## src/rtl/sdram_arb.sv

```systemverilog
// sdram_arb: two-port request arbiter in front of a single-request SDRAM
// controller. One transaction is in flight at a time:
//   IDLE  -> grant a port and latch its request fields
//   ISSUE -> strobe (mem_rd or mem_we) is high, controller sees rising edge
//   WAIT  -> strobe held until mem_ready, then ack the granted port
// Optional feature: define SDRAM_ARB_RR_EN for round-robin arbitration;
// without it port 0 always wins a conflict and no pointer register exists.
module sdram_arb (
    input  logic        clk,
    input  logic        init,

    input  logic        p0_req,
    input  logic        p0_we,
    input  logic [26:0] p0_addr,
    input  logic [15:0] p0_din,
    input  logic [1:0]  p0_wtbt,
    output logic        p0_ack,
    output logic [15:0] p0_dout,

    input  logic        p1_req,
    input  logic        p1_we,
    input  logic [26:0] p1_addr,
    input  logic [15:0] p1_din,
    input  logic [1:0]  p1_wtbt,
    output logic        p1_ack,
    output logic [15:0] p1_dout,

    output logic [26:0] mem_addr,
    output logic [15:0] mem_din,
    output logic [1:0]  mem_wtbt,
    output logic        mem_we,
    output logic        mem_rd,
    input  logic [15:0] mem_dout,
    input  logic        mem_ready
);

    localparam logic [1:0] ST_IDLE  = 2'd0;
    localparam logic [1:0] ST_ISSUE = 2'd1;
    localparam logic [1:0] ST_WAIT  = 2'd2;

    logic [1:0]  state_r;
    logic [1:0]  state_nxt_s;
    logic        gnt_r;          // port owning the transaction in flight
    logic        grant_s;        // a port is granted this cycle
    logic        sel_s;          // which port wins if granted
    logic        prio_s;         // port preferred on a conflict
    logic        done_s;         // controller completes this cycle
    logic        any_req_s;
    logic        ack_busy_s;
    logic        sel_we_s;
    logic [26:0] sel_addr_s;
    logic [15:0] sel_din_s;
    logic [1:0]  sel_wtbt_s;

    // Conflict resolution: on a double request the preferred port wins,
    // otherwise whichever port is requesting.
    function automatic logic pick_port(input logic r0, input logic r1, input logic prio);
        logic sel;
        if (r0 && r1) begin
            sel = prio;
        end else if (r1) begin
            sel = 1'b1;
        end else begin
            sel = 1'b0;
        end
        return sel;
    endfunction

`ifdef SDRAM_ARB_RR_EN
    logic prio_r;                // port that wins the next conflict

    assign prio_s = prio_r;

    // Round-robin pointer: after every grant the other port gets preference.
    always_ff @(posedge clk) begin
        if (init) begin
            prio_r <= 1'b0;
        end else if (grant_s) begin
            prio_r <= ~sel_s;
        end
    end
`else
    assign prio_s = 1'b0;
`endif

    assign done_s = (state_r == ST_WAIT) && mem_ready;

    // Grant decision. No grant while an ack is showing: the acked port's req
    // is still the old request during that cycle, and skipping the cycle also
    // guarantees a low strobe gap between transactions.
    always_comb begin
        any_req_s  = p0_req || p1_req;
        ack_busy_s = p0_ack || p1_ack;
        sel_s      = pick_port(p0_req, p1_req, prio_s);
        if ((state_r == ST_IDLE) && mem_ready && any_req_s && !ack_busy_s) begin
            grant_s = 1'b1;
        end else begin
            grant_s = 1'b0;
        end
    end

    // Request field mux for the winning port.
    always_comb begin
        if (sel_s) begin
            sel_we_s   = p1_we;
            sel_addr_s = p1_addr;
            sel_din_s  = p1_din;
            sel_wtbt_s = p1_wtbt;
        end else begin
            sel_we_s   = p0_we;
            sel_addr_s = p0_addr;
            sel_din_s  = p0_din;
            sel_wtbt_s = p0_wtbt;
        end
    end

    // Next-state logic; mem_ready is deliberately ignored in ISSUE.
    always_comb begin
        state_nxt_s = state_r;
        case (state_r)
            ST_IDLE: begin
                if (grant_s) begin
                    state_nxt_s = ST_ISSUE;
                end else begin
                    state_nxt_s = ST_IDLE;
                end
            end
            ST_ISSUE: begin
                state_nxt_s = ST_WAIT;
            end
            ST_WAIT: begin
                if (mem_ready) begin
                    state_nxt_s = ST_IDLE;
                end else begin
                    state_nxt_s = ST_WAIT;
                end
            end
            default: begin
                state_nxt_s = ST_IDLE;
            end
        endcase
    end

    // State register.
    always_ff @(posedge clk) begin
        if (init) begin
            state_r <= ST_IDLE;
        end else begin
            state_r <= state_nxt_s;
        end
    end

    // Remember which port owns the transaction so completion goes to it.
    always_ff @(posedge clk) begin
        if (init) begin
            gnt_r <= 1'b0;
        end else if (grant_s) begin
            gnt_r <= sel_s;
        end
    end

    // Request fields are captured once at grant and held until the next grant.
    always_ff @(posedge clk) begin
        if (init) begin
            mem_addr <= 27'd0;
            mem_din  <= 16'd0;
            mem_wtbt <= 2'd0;
        end else if (grant_s) begin
            mem_addr <= sel_addr_s;
            mem_din  <= sel_din_s;
            mem_wtbt <= sel_wtbt_s;
        end
    end

    // Strobes rise on grant, hold through ISSUE and WAIT, drop on completion.
    always_ff @(posedge clk) begin
        if (init) begin
            mem_we <= 1'b0;
            mem_rd <= 1'b0;
        end else if (grant_s) begin
            mem_we <= sel_we_s;
            mem_rd <= ~sel_we_s;
        end else if ((state_r == ST_ISSUE) || ((state_r == ST_WAIT) && !mem_ready)) begin
            mem_we <= mem_we;
            mem_rd <= mem_rd;
        end else begin
            mem_we <= 1'b0;
            mem_rd <= 1'b0;
        end
    end

    // One-cycle ack to the owning port on completion.
    always_ff @(posedge clk) begin
        if (init) begin
            p0_ack <= 1'b0;
            p1_ack <= 1'b0;
        end else begin
            p0_ack <= done_s && !gnt_r;
            p1_ack <= done_s && gnt_r;
        end
    end

    // Read data lands only in the owning port, and only for reads.
    always_ff @(posedge clk) begin
        if (init) begin
            p0_dout <= 16'd0;
            p1_dout <= 16'd0;
        end else if (done_s && mem_rd) begin
            if (gnt_r) begin
                p1_dout <= mem_dout;
            end else begin
                p0_dout <= mem_dout;
            end
        end
    end

endmodule
```

## config.mk

```make
export PLATFORM = sky130hd
export DESIGN_NAME = sdram_arb
export DESIGN_NICKNAME = d
export VERILOG_FILES = /design/src/rtl/sdram_arb.sv
export SDC_FILE = /design/constraint.sdc
export NUM_CORES = 1
export LEC_CHECK = 0
export CAP_MARGIN = 15
export CELL_PAD_IN_SITES_DETAIL_PLACEMENT = 1
export CELL_PAD_IN_SITES_GLOBAL_PLACEMENT = 1
export CORE_UTILIZATION = 28
export CTS_CLUSTER_DIAMETER = 50
export DETAILED_ROUTE_END_ITERATION = 7
export GPL_TIMING_DRIVEN = 0
export PLACE_DENSITY = 0.83
export SLEW_MARGIN = 5
export SYNTH_ARGS = -nofsm -noshare
export SYNTH_HDL_FRONTEND = slang
export SYNTH_SLANG_ARGS = --single-unit
```

## constraint.sdc

```tcl
create_clock -name clk -period 1.6 [get_ports clk]
set_input_delay 0.32 -clock clk [delete_from_list [all_inputs] [get_ports clk]]
set_output_delay 0.32 -clock clk [all_outputs]
set_load 0.05 [all_outputs]
```

==> impl_results.md <==
* Hold Crit Start: init
* Std cell rows at 41
* CTS clk-pin slew, worst paths at 60 ps
* Syn-to-layout area delta at 67.9%
* Layout Utilization at 48.6%
* Unrepaired setup endpoints after global routing: true
* Critical path type: input pin to register
* Critical path, cell by cell: clkdlybuf4s50_1 > nand2b_4 > buf_8 > buf_8 > mux2i_2 > a211oi_2
* Post-synth top cells: dfxtp_1 (84), nand2_1 (65), nor2_1 (49)
* Root Buffer Master: clkbuf_16
* Dominant cell type by area after synthesis: dfxtp_1
* Avg Cell Area, Syn at 9.88 sq um
* Critical Path Start Type: input pin
* Element type at the critical path end: register
* Reg2reg start: state_r[1]
* Count of different cell masters after synthesis at 29
* Post-route insts no fill at 753
* Antenna cells at 0
* Slowest cell delay on critical path at 530 ps
* Sequential share of power at 39.2%
* PortBufs at 192
* H-tree depth at 3
* Cell-internal power at 4070 uW
* Actual slew at the worst max-slew pin at 711 ps
* DR vias at 3468
* Share of cells above drive strength 1 at 17.2%
* Max-slew headroom at 52.6%
* HP Class: input pin to register
* CTS Hold Bufs at 0
* Power share of the combinational group at 25.1%
* Starting density of the core at 28.9%
* Setup-failing EPs final at 0
* Final Cell Area at 6150 sq um
* Wire length per cell at 16.4 um
* Pwr dens at 941 nW/um^2
* Clock Skew at 6.55 ps
* Switching Share at 29.6%
* Full die area at 13600 sq um
* Final WS setup at 19.8 ps
* Top cell type's share of synthesized area at 45.9%
* Critical path's slowest cell: clkdlybuf4s50_1
* Syn_nets at 484
* Clock power frac at 35.7%
* Initial antenna violation count at 0
* Crit. Startpoint: p0_req
* GRT Total Usage at 18.0%
* Max_cap viols at 0
* Area contributors post-synth: dfxtp_1 (46%), a211oi_2 (14%), mux2i_1 (13%)
* Critical path required time at 1800 ps
* Fill count at 1476
* Final wirelength at 12300 um
* Ys async rst share at 0%
* Largest net degree at the start of global routing at 13
* Post-synth EDFFs at 0
* Placed cell areas at 5800 sq um
* Synth Instances at 371
* Worst IR drop on VDD at 0.000435 V
* Worst Path Arrival at 1780 ps
* Clk_lat worst skew at 340 ps
* Vias in the first global route at 3726
* CP max FO at 10
* Yosys reg bits at 84
* TritonCTS Buffers at 9
* Syn. warnings at 0
* Placed insts at 735
* Post-synth top flop: dfxtp_1
* Status: complete, no violations
* Worst path most repeated cell: buf_8
* DRT antenna net count at 0
* Top-count cell post-synth: dfxtp_1
* First-pass GRT wire length at 18400 um
* Count of pins over their slew limit at 0
* Clock Sinks at 84
* Initial drt markers at 75
* Via density at 4.61
* Core ar. at 12700 sq um
* Top Ports at 194
* FMAX at 633 MHz
* Die Ht at 116 um
* Post-synthesis cell area at 3660 sq um
* Sequential share of the synthesized area at 45.9%
* Grt ovf at 0
* Global placement routability congestion at 0.735
* TritonRoute pass-1 iters at 4
* Placement Setup Slack at -492 ps
* Hold WS at 399 ps
* Drt drc at 0
* Final Hold Vio Count at 0
* Die width at 116 um
* Max clock buf depth at 2
* Pleak at 0.00265 uW
* Final Cycle Share at 98.8%
* Min Tclk post-route at 1580 ps
* Detail Placement HPWL at 9490 um
* Net Sw Power at 1710 uW
* Nets at 690
* CTS tree: done
## layout by cell type, fill, tap and decap left out, types with 2 or more instances in the layout
master           netlist  routed
buf_6                  3       6
mux2_2                 2       2
buf_2                  5       2
a211oi_2              40      40
nand2_1               65      65
nor2_1                49      49
clkdlybuf4s15_2        0       2
mux2i_1               46      34
a211oi_1               6       6
buf_8                  3       7
clkdlybuf4s15_1        0       2
mux2i_2                0      11
clkbuf_16              0      10
dlygate4sd2_1          0      76
buf_4                  8       8
clkdlybuf4s50_1        0     110
a21oi_1               32      31
dfxtp_1               84      84
clkbuf_1               9      12
## worst max-delay path, delay by kind of cell
kind            cells  cell delay (ps)
mux                 1              290
simple gates        1              160
buf+inv             3              880
compound gates      1              110
## routing by layer
metal	vias up	track usage [%]	wire length, um	part of all wire, %
li1	1699	-	-	-
met1	1635	18.9	4860	39
met2	115	32.7	6250	51
met3	19	5.71	901	7.3
met4	0	8.38	314	2.5
met5	-	0	0	0
## worst paths after layout
check | to | slack [ps] | cells after the start
max | mem_addr[11] | 20 | 6
min | state_r[1] | 400 | 2
max reg2reg | mem_addr[11] | 150 | 7
min reg2reg | p1_dout[4] | 460 | 2
## sequential cells by signal, indices dropped and copies added (netlist names)
register	flops
gnt_r	1
mem_addr	27
mem_din	16
mem_rd	1
mem_we	1
mem_wtbt	2
p0_ack	1
p0_dout	16
p1_ack	1
p1_dout	16
state_r	2
## logic make-up after synthesis
| family | Yosys count | synth area share (%) |
|---|---|---|
| mux | 48 | 13.2 |
| buf+inv | 33 | 6.66 |
| compound gates | 82 | 20.4 |
| flops | 84 | 45.9 |
| simple gates | 124 | 13.9 |
## metrics by stage
stage,TNS (ps),total power [uW]
after global placement,-24710,3760
after CTS,-1890,5810
final,0,5790
after global routing,-101,6030
after floorplan,0,3180
after detailed placement,-29600,3810
## what timing repair did
action / CTS / global route
gates cloned: 0 / 1
setup endpoints to repair: 136 / 68
pin swaps: 2 / 8
gates resized for setup: 91 / 34
setup buffers: 2 / 1
## power groups by stage
stage	logic, uW	clock network, uW	registers, uW
6_report	1460	2060	2270
3_3_place_gp	1450	0	2310
5_1_grt	1540	2210	2280
4_1_cts	1420	2110	2270
2_1_floorplan	476	0	2700
3_5_place_dp	1490	0	2320
## final cells by class
| cell class | instances | area [sq um] | share of cell area, % |
|---|---|---|---|
| sequential | 84 | 1680 | 27.3 |
| clock buffer | 13 | 250 | 4.07 |
| tap | 172 | 215 | 3.50 |
| inverter | 1 | 3.75 | 0.0610 |
| clock inverter | 2 | 35.0 | 0.569 |
| multi-input combinational | 254 | 1810 | 29.4 |
| timing repair buffer | 196 | 1870 | 30.5 |
| buffer | 31 | 282 | 4.58 |
Power figures use the tool's default switching activity.
